[config.mk]
export PLATFORM = sky130hd
export DESIGN_NAME = alu_sliced
export DESIGN_NICKNAME = d
export VERILOG_FILES = /design/src/rtl/alu_sliced.sv
export SDC_FILE = /design/constraint.sdc
export NUM_CORES = 2
export LEC_CHECK = 0
export BUFFER_PORTS_ARGS = -buffer_cell sky130_fd_sc_hd__buf_2
export CAP_MARGIN = 20
export CORE_MARGIN = 2
export CORE_UTILIZATION = 45
export CTS_CLUSTER_DIAMETER = 50
export DETAILED_ROUTE_END_ITERATION = 10
export MAX_ROUTING_LAYER = met4
export PLACE_DENSITY = 0.74
export SLEW_MARGIN = 10
export SYNTH_ARGS = -nofsm -noshare
export SYNTH_HDL_FRONTEND = slang
export SYNTH_SLANG_ARGS = --single-unit
[constraint.sdc]
create_clock -name clk -period 37.1 [get_ports clk]
set_input_delay 1.855 -clock clk [delete_from_list [all_inputs] [get_ports clk]]
set_output_delay 1.855 -clock clk [all_outputs]
set_load 0.01 [all_outputs]
[src/rtl/alu_sliced.sv]
// Multi-cycle ALU that processes WIDTH-bit operands SLICE bits per clock, with valid/ready handshakes.
// Optional status flags are built only when ALU_SLICED_FLAGS_EN is defined; otherwise the flag ports read 0.
module alu_sliced #(
    parameter int WIDTH = 128,
    parameter int SLICE = 32
) (
    input  logic             clk,
    input  logic             rst,
    input  logic             in_valid,
    output logic             in_ready,
    input  logic [WIDTH-1:0] op1,
    input  logic [WIDTH-1:0] op2,
    input  logic             cin,
    input  logic [2:0]       opsel,
    input  logic             mode,
    output logic             out_valid,
    input  logic             out_ready,
    output logic [WIDTH-1:0] result,
    output logic             cout,
    output logic             c_flag,
    output logic             z_flag,
    output logic             o_flag,
    output logic             s_flag
);
    localparam int NSLICE = WIDTH / SLICE;
    localparam int KW     = (NSLICE > 1) ? $clog2(NSLICE) : 1;

    typedef enum logic [1:0] {IDLE, BUSY, DONE} state_t;

    state_t           state_reg, state_next;
    logic [KW-1:0]    k_reg, k_next;
    logic [WIDTH-1:0] a_reg, a_next, b_reg, b_next;
    logic [2:0]       opsel_reg, opsel_next;
    logic             mode_reg, mode_next;
    logic             carry_reg, carry_next;
    logic [WIDTH-1:0] acc_reg, acc_next;
    logic [WIDTH-1:0] result_reg, result_next;
    logic             cout_reg, cout_next;

    logic [SLICE-1:0] a_sl, b_sl, ea, eb, lres, slice_res;
    logic [SLICE:0]   sum;
    logic             slice_cout, eff_cin, accept, last, finish;

    assign accept = (state_reg == IDLE) && in_valid;
    assign last   = (k_reg == KW'(NSLICE - 1));
    assign finish = (state_reg == BUSY) && last;

    // Operation carry-in, chosen at acceptance and then replaced by each slice's carry-out.
    always_comb begin
        eff_cin = 1'b0;
        case (opsel)
            3'b001, 3'b011: eff_cin = cin;
            3'b010, 3'b100: eff_cin = 1'b1;
            default:        eff_cin = 1'b0;
        endcase
    end

    // One slice of the datapath; pass ops are folded into the adder with a zeroed operand.
    always_comb begin
        a_sl = a_reg[k_reg*SLICE +: SLICE];
        b_sl = b_reg[k_reg*SLICE +: SLICE];
        ea   = a_sl;
        eb   = b_sl;
        case (opsel_reg)
            3'b010, 3'b011: eb = ~b_sl;
            3'b100, 3'b110: eb = '0;
            3'b101:         eb = '1;
            3'b111:         ea = '0;
            default:        eb = b_sl;
        endcase
        sum = {1'b0, ea} + {1'b0, eb} + {{SLICE{1'b0}}, carry_reg};
        case (opsel_reg)
            3'b000:  lres = a_sl & b_sl;
            3'b001:  lres = a_sl | b_sl;
            3'b010:  lres = a_sl ^ b_sl;
            3'b011:  lres = ~a_sl;
            3'b100:  lres = ~(a_sl & b_sl);
            3'b101:  lres = ~(a_sl | b_sl);
            3'b110:  lres = ~(a_sl ^ b_sl);
            default: lres = b_sl;
        endcase
        slice_res  = mode_reg ? lres : sum[SLICE-1:0];
        slice_cout = mode_reg ? 1'b0 : sum[SLICE];
    end

    always_comb begin
        state_next  = state_reg;
        k_next      = k_reg;
        a_next      = a_reg;
        b_next      = b_reg;
        opsel_next  = opsel_reg;
        mode_next   = mode_reg;
        carry_next  = carry_reg;
        acc_next    = acc_reg;
        result_next = result_reg;
        cout_next   = cout_reg;
        case (state_reg)
            IDLE: begin
                if (in_valid) begin
                    state_next = BUSY;
                    k_next     = '0;
                    a_next     = op1;
                    b_next     = op2;
                    opsel_next = opsel;
                    mode_next  = mode;
                    carry_next = eff_cin;
                    acc_next   = '0;
                end
            end
            BUSY: begin
                acc_next[k_reg*SLICE +: SLICE] = slice_res;
                carry_next = slice_cout;
                if (last) begin
                    state_next  = DONE;
                    result_next = acc_next;
                    cout_next   = slice_cout;
                end else begin
                    k_next = k_reg + KW'(1);
                end
            end
            DONE: begin
                if (out_ready) state_next = IDLE;
            end
            default: state_next = IDLE;
        endcase
    end

    always_ff @(posedge clk or posedge rst) begin
        if (rst) begin
            state_reg  <= IDLE;
            k_reg      <= '0;
            a_reg      <= '0;
            b_reg      <= '0;
            opsel_reg  <= '0;
            mode_reg   <= 1'b0;
            carry_reg  <= 1'b0;
            acc_reg    <= '0;
            result_reg <= '0;
            cout_reg   <= 1'b0;
        end else begin
            state_reg  <= state_next;
            k_reg      <= k_next;
            a_reg      <= a_next;
            b_reg      <= b_next;
            opsel_reg  <= opsel_next;
            mode_reg   <= mode_next;
            carry_reg  <= carry_next;
            acc_reg    <= acc_next;
            result_reg <= result_next;
            cout_reg   <= cout_next;
        end
    end

    assign in_ready  = (state_reg == IDLE);
    assign out_valid = (state_reg == DONE);
    assign result    = result_reg;
    assign cout      = cout_reg;

`ifdef ALU_SLICED_FLAGS_EN
    logic zacc_reg, zacc_next;
    logic z_reg, z_next, o_reg, o_next, s_reg, s_next;

    // Zero flag accumulates slice by slice; overflow uses the MSB slice's effective operands.
    always_comb begin
        zacc_next = zacc_reg;
        z_next    = z_reg;
        o_next    = o_reg;
        s_next    = s_reg;
        if (accept) zacc_next = 1'b1;
        if (state_reg == BUSY) zacc_next = zacc_reg & ~(|slice_res);
        if (finish) begin
            z_next = zacc_next;
            s_next = slice_res[SLICE-1];
            o_next = ~mode_reg && (opsel_reg <= 3'b101) &&
                     (ea[SLICE-1] == eb[SLICE-1]) && (slice_res[SLICE-1] != ea[SLICE-1]);
        end
    end

    always_ff @(posedge clk or posedge rst) begin
        if (rst) begin
            zacc_reg <= 1'b0;
            z_reg    <= 1'b0;
            o_reg    <= 1'b0;
            s_reg    <= 1'b0;
        end else begin
            zacc_reg <= zacc_next;
            z_reg    <= z_next;
            o_reg    <= o_next;
            s_reg    <= s_next;
        end
    end

    assign c_flag = cout_reg;
    assign z_flag = z_reg;
    assign o_flag = o_reg;
    assign s_flag = s_reg;
`else
    assign c_flag = 1'b0;
    assign z_flag = 1'b0;
    assign o_flag = 1'b0;
    assign s_flag = 1'b0;
`endif

endmodule
* After elaboration in Yosys (flattened, before gate mapping)
Cells that the tools add are included.
** Cells by class
- Equality and inequality tests :: 18
- Multiplexer cells :: 18
- Bitwise logic cells :: 8
- Add/subtract/negate cells :: 4
- Shift-type cells :: 4
- Reductions and logical operators :: 12
** Operators by type and width (count)
- case mux 128 bit (2 select lines) :: 1
- indexed part select 128 x 8 -> 32 bit :: 2
- case mux 32 bit (7 select lines) :: 1
- inverter 32 bit :: 5
- bitwise mux 128 bit :: 1
- 2-to-1 mux 128 bit :: 1
- variable shift 32 x 34 -> 128 bit, first input constant :: 1
- indexed part select 32 x 34 -> 128 bit :: 1
- case mux 32 bit (3 select lines) :: 1
- 2-to-1 mux 32 bit :: 2
- negation 7 -> 34 bit :: 1
- adder 32 x 32 -> 33 bit :: 1
- adder 33 x 1 -> 33 bit :: 1
- bitwise AND 32 bit :: 1
- OR 32 bit :: 1
- XOR 32 bit :: 1
- == test 3 bit, second input constant :: 5
- == test 3 x 2 -> 1 bit, second input constant :: 4
- 2-to-1 mux 2 bit :: 5
- OR reduction 2 bit :: 4
- == test 3 x 1 -> 1 bit, second input constant :: 2
- != test 2 bit, second input constant :: 3
- case mux 2 bit (3 select lines) :: 1
- AND reduction 2 bit :: 3
- 11 further kinds :: 15
** Word-level totals
- Logic and storage cells :: 74
- Input port bits :: 265
- Bits in registers :: 522
- Output and inout bits :: 135

* Depth between registers and ports, before layout
- Depth in word-level cells :: 9
- Gate-level depth with buffers :: 19
- Mapped depth without buffers :: 15

* Worst setup path after synthesis
OpenSTA, ideal clock, no wires.
- Path kind :: register -> register
- From :: reg k_reg[0]
- To :: reg result_reg[124] (netlist: result[124])
- Period minus slack after synthesis :: 4.407 ns
- Data required time :: 37.005 ns
- Cell stages (with the launch flop) :: 19
- Data arrival time :: 4.311 ns
- Path slack :: 32.693 ns
- Cell sequence :: dfrtp_1 > buf_6 > buf_6 > buf_2 > mux4_2 > xnor2_1 > nand2_1 > o211ai_1 > fa_1 > inv_1 > fa_1 > a211oi_1 > o21ai_2 > nand4_4 > a2111oi_2 > or3_4 > a31oi_4 > mux2_4 > o31ai_1
** On the way
- Word-level cells in the longest chain between the ends :: 8
** Ends and longest elaborated chain
- start, declared :: line 31 : logic [KW-1:0] k_reg, k_next;
- start signal, assigned :: line 142 : k_reg <= k_next;
- indexed part select 128 x 8 -> 32 bit :: line 61 : b_sl = b_reg[k_reg*SLICE +: SLICE];
- inverter 32 bit :: line 65 : 3'b010, 3'b011: eb = ~b_sl;
- case mux 32 bit (3 select lines) :: line 64 : case (opsel_reg)
- adder 32 x 32 -> 33 bit :: line 71 : sum = {1'b0, ea} + {1'b0, eb} + {{SLICE{1'b0}}, carry_reg};
- adder 33 x 1 -> 33 bit :: line 71
- 2-to-1 mux 32 bit :: line 82 : slice_res = mode_reg ? lres : sum[SLICE-1:0];
- indexed part select 32 x 34 -> 128 bit :: line 111 : acc_next[k_reg*SLICE +: SLICE] = slice_res;
- bitwise mux 128 bit :: line 111
- end signal, assigned :: line 149 : result_reg <= result_next;
- end, declared :: line 37 : logic [WIDTH-1:0] result_reg, result_next;
Several ways; a longest one is shown, not always the timed one.
A chain may end at the register's enable or synchronous reset.

* Worst setup path in the final report
- From :: reg k_reg[0]
- To :: reg result_reg[10] (netlist: result[10])
Same word-level chain as after synthesis.

==> impl_metrics.env <==
export IMPL_port_buffer_count=395
export IMPL_ios=400
export IMPL_syn_area_um2=27800
export IMPL_synthAdderAreaFrac_pct=4.69
export IMPL_ys_flop_type="dfrtp_1"
export IMPL_synth_area_per_cell_um2=10.9
export IMPL_area_growth_pct=17.0
export IMPL_ys_warnings_count=0
export IMPL_numCtsBuffers=59
export IMPL_ctsHtreeMaxLevel=2
export IMPL_viasPerCell=5.82
export IMPL_crit_path_max_fanout=38
export IMPL_place_hpwl_mm=56.9
export IMPL_dr_max_layer_used="met4"
export IMPL_path_clk_slew_ns=0.07
export IMPL_initialDrtViolationCount=2069
export IMPL_multi_input_area_um2=13600
export IMPL_drv_cap=0
export IMPL_crit_chain="buf_4, mux4_2, xnor2_1, nand2_1, o211ai_1, fa_1, inv_1, fa_1, a211oi_1, o21ai_2, a41oi_1, o21bai_1, a2111oi_0, nand3b_1, a22oi_1, o21ai_1"
export IMPL_root_buffer="clkbuf_16"
export IMPL_drcViolationCount=0
export IMPL_fin_skew_ns=0.0398
export IMPL_synth_compound_area_share_pct=16.1
export IMPL_cpPeakStageDelay_ns=0.92
export IMPL_regArea_um2=13100
export IMPL_n_fill_cell=5348
export IMPL_track_usage_pct=25.9
export IMPL_synth_common_cells="dfrtp_1 (522), mux2_2 (261), nand2_1 (174), nor2_1 (167), a21oi_1 (157)"
export IMPL_relSlewSlack_pct=18.7
export IMPL_critPathCaptureType="flop"
export IMPL_drive_above_1_share_pct=31.5
export IMPL_finalMaxSlewViolations=0
export IMPL_num_rows=91
export IMPL_outcome="completed"
export IMPL_netlist_area_leader_share_pct=47.0
export IMPL_synth_top_family_by_area="multiplexers"
export IMPL_worst_pin_slew_ns=1.20
export IMPL_grt_max_degree=200
export IMPL_synth_edf_count=0
export IMPL_die_area_um2=63800
export IMPL_cp_common_cell="fa_1"
export IMPL_wire_per_inst_um=22.0
export IMPL_min_period_over_period_pct=15.3
export IMPL_die_x_um=253
export IMPL_initial_core_util_pct=45.3
export IMPL_first_global_vias=20585
export IMPL_start_kind="flop"
export IMPL_routabilityCongestion=0.905
export IMPL_synth_seq_cells=522
export IMPL_die_h_um=253
export IMPL_clkSinkCount=522
export IMPL_period_minus_slack_ns=5.66
export IMPL_cts_tree="yes"
export IMPL_yosys_top_cells_area="dfrtp_1 (47%), mux2_2 (11%), mux4_2 (5.2%)"
export IMPL_route_met3_wl_mm=7.44
export IMPL_vias=21513
export IMPL_grt_setup_unrepaired="false"
export IMPL_clock_latency_ns=0.64
export IMPL_cpMaxStageDelayCell="dfrtp_4"
export IMPL_critical_path_class="flop to flop"
export IMPL_antenna_found_initial=19
export IMPL_post_cts_setup_buffers=0
export IMPL_setup_tns_final_ns=0
export IMPL_hold_viol=0
export IMPL_core_um2=61400
export IMPL_ys_seq_area_share_pct=47.0
export IMPL_nNetsFinal=3209
export IMPL_synth_xor_xnor_area_share_pct=2.58
export IMPL_finalSetupViolCount=0
export IMPL_detail_route_antenna_nets=0
export IMPL_synth_cells=2540
export IMPL_required_ns=37.67
export IMPL_cts_resized=0
export IMPL_drt_total_wl_mm=81.3
export IMPL_ctsHoldBuffers=0
export IMPL_fmax_mhz=177
export IMPL_yosys_area_share_simple_pct=8.12
export IMPL_clockBufferDepth=3
export IMPL_drt_pass1_iterations=5
export IMPL_async_flop_share_pct=100
export IMPL_crit_arrival_ns=6.23
export IMPL_wl_met1_mm=35.1
export IMPL_grt_pass1_wl_mm=125
export IMPL_synth_cell_type_count=87
export IMPL_met2RoutedLength_mm=36.9
export IMPL_hold_class="flop to flop"
export IMPL_yosysTopAreaCell="dfrtp_1"
export IMPL_post_synth_top_count_cell="dfrtp_1"
export IMPL_synthMuxAreaShare_pct=17.1
export IMPL_post_route_util_pct=53.0
export IMPL_whs_ns=0.476
export IMPL_overflow=0
kinds of logic after synthesis:
group	count (synthesis)
fa+ha+maj	103
compound gates	679
buf+inv	296
flops	522
simple gates	494
xor+xnor	82
other cells	1
mux	363
worst max-delay path: cells and delay by family (launching register included):
kind,cells,cell delay (ns)
buffers and inverters,2,0.75
XOR/XNOR,1,0.16
AO/OA/AOI/OAI,8,1.79
flip-flops,1,0.92
adder cells (fa/ha/maj),2,0.69
AND/OR/NAND/NOR,2,0.50
multiplexers,1,0.67
stage by stage:
step / cells / cell area [um^2] / worst slack [ns]
2_1_floorplan: 2543 / 27800 / 20.66
3_3_place_gp: 3564 / 30300 / 31.15
3_5_place_dp: 3566 / 30300 / 31.14
4_1_cts: 3675 / 32400 / 31.40
5_1_grt: 3698 / 32500 / 30.92
6_report: 3698 / 32500 / 31.44
routing by layer:
| layer | vias up | track usage, % |
|---|---|---|
| met5 | - | - |
| met4 | 0 | 6.02 |
| met1 | 10654 | 36.0 |
| li1 | 9851 | - |
| met2 | 912 | 38.6 |
| met3 | 96 | 6.04 |
cell usage in the layout, fill, tap and decap left out, drive strengths merged, types with 42 or more instances in the layout:
cell type,n
a22o,59
and3,62
xnor2,71
dfrtp,522
nor2,168
a221oi,42
inv,111
mux2,262
buf,430
nand2,174
clkbuf,79
a21oi,164
ha,101
mux4,64
o21ai,217
cell type report:
type | instances | area share, %
diodes | 19 | 0.146
multi-input cells | 1725 | 41.8
inverters | 103 | 1.22
flip-flops and latches | 522 | 40.2
clock inverters | 30 | 1.19
clock buffers | 79 | 5.21
repair buffers | 430 | 7.22
well taps | 790 | 3.04
worst paths after layout:
path / start / end / slack, ns / cells past startpoint
min in group asynchronous: rst / result[25] / 1.38 / 2
min reg2reg: acc_reg[120] / acc_reg[120] / 0.48 / 2
min: acc_reg[120] / acc_reg[120] / 0.48 / 2
max: k_reg[0] / result[10] / 31.44 / 16
max in group asynchronous: rst / a_reg[66] / 32.06 / 6
max reg2reg: k_reg[0] / result[10] / 31.44 / 16
Power is not shown: default switching activity piles up to over one toggle a cycle in this logic, so the estimate is an artifact.
